--- config.mk ---
export PLATFORM = sky130hd
export DESIGN_NAME = axi4l_reg_ctrl
export DESIGN_NICKNAME = d
export VERILOG_FILES = /design/src/rtl/axi4l_pkg.sv /design/src/rtl/axi4l_reg_ctrl.sv
export SDC_FILE = /design/constraint.sdc
export NUM_CORES = 1
export LEC_CHECK = 0
export BUFFER_PORTS_ARGS = -buffer_cell sky130_fd_sc_hd__buf_2
export CAP_MARGIN = 20
export CELL_PAD_IN_SITES_DETAIL_PLACEMENT = 1
export CELL_PAD_IN_SITES_GLOBAL_PLACEMENT = 1
export CORE_MARGIN = 1.5
export CORE_UTILIZATION = 33
export CTS_CLUSTER_DIAMETER = 120
export DETAILED_ROUTE_END_ITERATION = 12
export PLACE_DENSITY_LB_ADDON = 0.1
export SYNTH_ARGS = -nofsm -noshare
export SYNTH_HDL_FRONTEND = slang
export SYNTH_SLANG_ARGS = --single-unit
--- constraint.sdc ---
create_clock -name ACLK -period 4.7 [get_ports ACLK]
set_clock_uncertainty 0.1 [all_clocks]
set_input_delay 0.47 -clock ACLK [delete_from_list [all_inputs] [get_ports ACLK]]
set_output_delay 0.47 -clock ACLK [all_outputs]
set_load 0.05 [all_outputs]
--- src/rtl/axi4l_pkg.sv ---
// Shared types for the AXI4-Lite register controller.
package axi4l_pkg;

  typedef enum logic [1:0] {
    OKAY   = 2'b00,
    SLVERR = 2'b10
  } resp_t;

  // ST_ prefix keeps the state names clear of the BRESP/RRESP port names.
  typedef enum logic [1:0] {
    ST_IDLE,
    ST_ACCESS,
    ST_BRESP,
    ST_RRESP
  } ctrl_state_t;

  typedef enum logic {
    READ  = 1'b0,
    WRITE = 1'b1
  } grant_t;

endpackage

--- src/rtl/axi4l_reg_ctrl.sv ---
// AXI4-Lite slave front end for the single-ported config register file.
// AW/W/AR requests land in one-deep holding slots; a round-robin FSM runs
// one register access at a time and turns a missing ack into SLVERR.
module axi4l_reg_ctrl
  import axi4l_pkg::*;
#(
  parameter int DATA_WIDTH = 32,
  parameter int ADDR_WIDTH = 32,
  parameter int TIMEOUT    = 16
) (
  input  logic                    ACLK,
  input  logic                    ARESET,
  input  logic [ADDR_WIDTH-1:0]   AWADDR,
  input  logic                    AWVALID,
  output logic                    AWREADY,
  input  logic [3:0]              AWCACHE,
  input  logic [2:0]              AWPROT,
  input  logic [DATA_WIDTH-1:0]   WDATA,
  input  logic [DATA_WIDTH/8-1:0] WSTRB,
  input  logic                    WVALID,
  output logic                    WREADY,
  output logic [1:0]              BRESP,
  output logic                    BVALID,
  input  logic                    BREADY,
  input  logic [ADDR_WIDTH-1:0]   ARADDR,
  input  logic                    ARVALID,
  output logic                    ARREADY,
  input  logic [3:0]              ARCACHE,
  input  logic [2:0]              ARPROT,
  output logic [DATA_WIDTH-1:0]   RDATA,
  output logic [1:0]              RRESP,
  output logic                    RVALID,
  input  logic                    RREADY,
  output logic                    reg_req,
  output logic                    reg_wr,
  output logic [ADDR_WIDTH-1:0]   reg_addr,
  output logic [DATA_WIDTH-1:0]   reg_wdata,
  output logic [DATA_WIDTH/8-1:0] reg_wstrb,
  input  logic [DATA_WIDTH-1:0]   reg_rdata,
  input  logic                    reg_ack,
  input  logic                    reg_err
);

  localparam int SW = DATA_WIDTH / 8;
  // Keep the counter at least one bit wide when the timeout is disabled.
  localparam int CW = (TIMEOUT > 0) ? $clog2(TIMEOUT + 1) : 1;

  ctrl_state_t state, state_nxt;
  grant_t      last_grant, last_grant_nxt;

  logic                  aw_full, w_full, ar_full;
  logic                  aw_full_nxt, w_full_nxt, ar_full_nxt;
  logic                  awready_q, wready_q, arready_q;
  logic                  aw_hs, w_hs, ar_hs;
  logic [ADDR_WIDTH-1:0] aw_addr, ar_addr;
  logic [DATA_WIDTH-1:0] w_data;
  logic [SW-1:0]         w_strb;

  logic [CW-1:0]         tmo_cnt;
  logic                  tmo_hit, done, wr_done, rd_done;
  logic                  wr_pend, rd_pend;
  resp_t                 acc_resp;
  resp_t                 bresp_q, rresp_q;
  logic [DATA_WIDTH-1:0] rdata_q;

  // Cache/prot sideband carries nothing this block acts on.
  logic unused_sideband;
  assign unused_sideband = ^{AWCACHE, AWPROT, ARCACHE, ARPROT};

  assign aw_hs = AWVALID && awready_q;
  assign w_hs  = WVALID  && wready_q;
  assign ar_hs = ARVALID && arready_q;

  assign wr_pend = aw_full && w_full;
  assign rd_pend = ar_full;

  // The ack in the TIMEOUT-th cycle still wins because acc_resp looks at
  // reg_ack, not at tmo_hit.
  assign tmo_hit  = (TIMEOUT > 0) && (state == ST_ACCESS) &&
                    (tmo_cnt == CW'(TIMEOUT - 1));
  assign done     = (state == ST_ACCESS) && (reg_ack || tmo_hit);
  assign wr_done  = done && (last_grant == WRITE);
  assign rd_done  = done && (last_grant == READ);
  assign acc_resp = (reg_ack && !reg_err) ? OKAY : SLVERR;

  // Slots free on the completion edge so READY returns while the response
  // is still waiting for its handshake.
  assign aw_full_nxt = wr_done ? 1'b0 : (aw_full || aw_hs);
  assign w_full_nxt  = wr_done ? 1'b0 : (w_full  || w_hs);
  assign ar_full_nxt = rd_done ? 1'b0 : (ar_full || ar_hs);

  // Holding slots and registered READYs (low through reset).
  always_ff @(posedge ACLK or posedge ARESET) begin
    if (ARESET) begin
      aw_full   <= 1'b0;
      w_full    <= 1'b0;
      ar_full   <= 1'b0;
      awready_q <= 1'b0;
      wready_q  <= 1'b0;
      arready_q <= 1'b0;
      aw_addr   <= '0;
      ar_addr   <= '0;
      w_data    <= '0;
      w_strb    <= '0;
    end else begin
      aw_full   <= aw_full_nxt;
      w_full    <= w_full_nxt;
      ar_full   <= ar_full_nxt;
      awready_q <= !aw_full_nxt;
      wready_q  <= !w_full_nxt;
      arready_q <= !ar_full_nxt;
      if (aw_hs) aw_addr <= AWADDR;
      if (ar_hs) ar_addr <= ARADDR;
      if (w_hs) begin
        w_data <= WDATA;
        w_strb <= WSTRB;
      end
    end
  end

  // State, grant history and access-cycle counter.
  always_ff @(posedge ACLK or posedge ARESET) begin
    if (ARESET) begin
      state      <= ST_IDLE;
      last_grant <= READ;
      tmo_cnt    <= '0;
    end else begin
      state      <= state_nxt;
      last_grant <= last_grant_nxt;
      tmo_cnt    <= (state == ST_ACCESS) ? tmo_cnt + CW'(1) : '0;
    end
  end

  // Next state; the grant is chosen in IDLE and held in last_grant.
  always_comb begin
    state_nxt      = state;
    last_grant_nxt = last_grant;
    unique case (state)
      ST_IDLE: begin
        if (wr_pend && (!rd_pend || last_grant == READ)) begin
          state_nxt      = ST_ACCESS;
          last_grant_nxt = WRITE;
        end else if (rd_pend) begin
          state_nxt      = ST_ACCESS;
          last_grant_nxt = READ;
        end
      end
      ST_ACCESS: begin
        if (done) state_nxt = (last_grant == WRITE) ? ST_BRESP : ST_RRESP;
      end
      ST_BRESP: begin
        if (BREADY) state_nxt = ST_IDLE;
      end
      ST_RRESP: begin
        if (RREADY) state_nxt = ST_IDLE;
      end
      default: state_nxt = ST_IDLE;
    endcase
  end

  // Response payload captured on completion, held until the handshake.
  always_ff @(posedge ACLK or posedge ARESET) begin
    if (ARESET) begin
      bresp_q <= OKAY;
      rresp_q <= OKAY;
      rdata_q <= '0;
    end else begin
      if (wr_done) bresp_q <= acc_resp;
      if (rd_done) begin
        rresp_q <= acc_resp;
        rdata_q <= (acc_resp == OKAY) ? reg_rdata : '0;
      end
    end
  end

  assign AWREADY = awready_q;
  assign WREADY  = wready_q;
  assign ARREADY = arready_q;
  assign BVALID  = (state == ST_BRESP);
  assign RVALID  = (state == ST_RRESP);
  assign BRESP   = bresp_q;
  assign RRESP   = rresp_q;
  assign RDATA   = rdata_q;

  assign reg_req   = (state == ST_ACCESS);
  assign reg_wr    = reg_req && (last_grant == WRITE);
  assign reg_addr  = !reg_req ? '0 : (reg_wr ? aw_addr : ar_addr);
  assign reg_wdata = reg_wr ? w_data : '0;
  assign reg_wstrb = reg_wr ? w_strb : '0;

endmodule

==> impl_metrics.yaml <==
layout:
  fill_cells: 2001
  final_util_pct: 44.5
  fin_nets: 861
  drive_gt1_share_pct: 54.7
  syn_to_final_growth_pct: 32.5
die:
  fp.dieArea_um2: 19800
  dieWidth_um: 141
  initial_utilization_pct: 33.6
  fp.dieH_um: 141
  coreArea_um2: 18600
  rows: 50
  io_pins: 266
route:
  postRouteAntennaNets: 0
  dr.pass1.iters: 3
  drt_iter0_drc: 115
  vias_per_cell: 4.82
  drc_errors: 0
  routed_wl_um: 16900
  dr_total_vias: 4590
  wl_per_cell_um: 17.8
sta:
  clock.fmax_mhz: 302
  drv_slew: 0
  slew_headroom_pct: 31.0
  finalHoldViolCount: 0
  finalCriticalPeriod_ns: 3.31
  finalSetupViolations: 0
  setup_tns_ns: 0
  setup_ws_ns: 1.39
  holdWs_ns: 0.0392
  fin_crit_sh_pct: 70.4
  worstMarginPinSlew_ns: 1.03
  rsz0062_at_grt: "false"
critical_path:
  path_max_fanout: 40
  worstPathRequired_ns: 4.13
  startpoint_type: "flop"
  r2r-start: "state[1]"
  endpoint_kind: "output pin"
  cp-endpoint: "reg_wdata[3]"
  regToRegEndpoint: "BRESP[1]"
  r2r_slack_ns: 2.35
  crit_type: "reg2out"
  reg2reg_depth: 4
  arrival_ns: 2.74
  startpoint: "state[1]"
yosys:
  synth_adder_area_share_pct: 0.400
  synth_top_cell_by_area: "dfrtp_1"
  ys_async_sr_fraction_pct: 100
  synth_common_cells: "dfrtp_1, mux2_2, nor2_1"
  yosys.cell_types.count: 32
  yosys-mux-area-fraction_pct: 23.1
  yosys.area_share.simple_pct: 7.55
  synth-main-ff-cell: "dfrtp_1"
  seq_area_frac_synth_pct: 59.1
  synth-edff-count: 0
  yosys_warnings: 0
  yosys-top-cells-area: "dfrtp_1, mux2_2, mux2i_1"
  synth_top_family_by_area: "multiplexers"
  avgSynthCellArea_um2: 13.4
  synthCells: 466
  synth_xor_area_share_pct: 0.280
  yosysMostFrequentCell: "dfrtp_1"
  synth_seq_cells: 148
  synth-compound-area-share_pct: 5.99
  syn-cell-area_um2: 6260
  synth.top_cell.area_share_pct: 59.1
grt:
  grt_pass1_wl_um: 27300
  antenna_found_initial: 2
  grt_pass1_vias: 5049
  grt_usage_pct: 17.6
  grt_overflow: 0
  grt_max_degree: 65
placement:
  dp_hpwl_um: 11700
  dp_slack_ns: 1.77
  numPortBuffers: 249
  place.gp.congestion: 0.750
power:
  p_per_area_nw_per_um2: 841
  power.leakage_nw: 4.30
  max-vdd-ir-drop_mv: 0.361
clock_network:
  cts_buffers: 17
  post_cts_buffers: 0
  cts_buffer_depth: 2
  cts_root_buffer: "clkbuf_16"
  cts_sinks: 148
  ctsResizeCount: 0
  cts_tree: "built"
  ctsHoldBuffers: 0
  htree_levels: 4
  insertion_delay_ns: 0.40
  cts.reportedPaths.clkPinSlew_ns: 0.06
outcome:
  status: "completed"
min_path:
  hold_class: "in2async"
job:
  drv_cap: 0
-- layout by cell type (no fill, tap or decap), types with 3 or more instances in the layout --
cell          n
mux2i_1      32
inv_1         7
dfrtp_1     147
a22o_1       32
and3_1       37
or3_1         3
bufinv_16     3
mux2_2      100
buf_2       249
clkinvlp_4    5
o21a_1        3
o21ai_0       3
nor2_1       38
and2_1        3
clkbuf_16    17
buf_4         5
-- power by group --
group	internal, mW	switching [mW]	total (mW)
clock network	0.863	0.522	1.39
registers	1.88	0.372	2.25
logic	1.09	2.25	3.34
total	3.83	3.15	6.98
-- critical path, cell delays in order (launching register included) --
cell	delay (ns)
dfrtp_1	0.45
nand2b_4	0.43
inv_1	0.88
and3_1	0.28
buf_2	0.27
-- per-stage QoR --
step           power [mW]  instances  instance area, µm²
3_5_place_dp         5.67        919                7680
2_1_floorplan        4.85        467                6270
5_1_grt              7.39        952                8300
6_report             6.98        952                8300
3_3_place_gp         5.56        918                7670
4_1_cts              7.09        951                8300
-- metal layers --
layer,up-vias,routed length [µm],GRT usage (%)
met3,16,1130,5.23
met2,155,8280,29.5
met4,2,240,5.76
li1,2112,-,-
met5,-,10,0
met1,2305,7240,22.0
-- registers in the layout, summed over array words and instances, names as in the netlist, 2 cells and up --
register	flops
RDATA	32
ar_addr	32
aw_addr	32
state	2
tmo_cnt	5
w_data	32
w_strb	4
-- cell families (layout without fill, tap and decap cells) --
| kind of cell | Yosys count | count (layout) |
|---|---|---|
| flip-flops | 148 | 148 |
| multiplexers | 132 | 132 |
| AND/OR/NAND/NOR | 90 | 90 |
| AO/OA/AOI/OAI | 46 | 46 |
| buffers and inverters | 45 | 295 |
| adder cells (fa/ha/maj) | 2 | 2 |
| XOR/XNOR | 2 | 2 |
| other | 1 | 3 |
-- layout make-up --
class / instances / area, µm² / area share (%)
multi-input cells: 274 / 2350 / 28.4
flip-flops and latches: 148 / 3700 / 44.6
well taps: 234 / 293 / 3.53
inverters: 8 / 35.0 / 0.422
repair buffers: 255 / 1300 / 15.6
clock inverters: 12 / 155 / 1.87
clock buffers: 20 / 457 / 5.50
diodes: 1 / 2.50 / 0.0302
-- worst min-delay path by stage --
| stage | end | cells past startpoint |
|---|---|---|
| after floorplan | tmo_cnt[0] | 1 |
| after global placement | tmo_cnt[0] | 1 |
| after detailed placement | tmo_cnt[0] | 1 |
| after CTS | RDATA[30] | 2 |
| after global routing | w_data[23] | 2 |
| final | w_data[23] | 2 |
No activity file was read; power rests on OpenSTA's default activity.
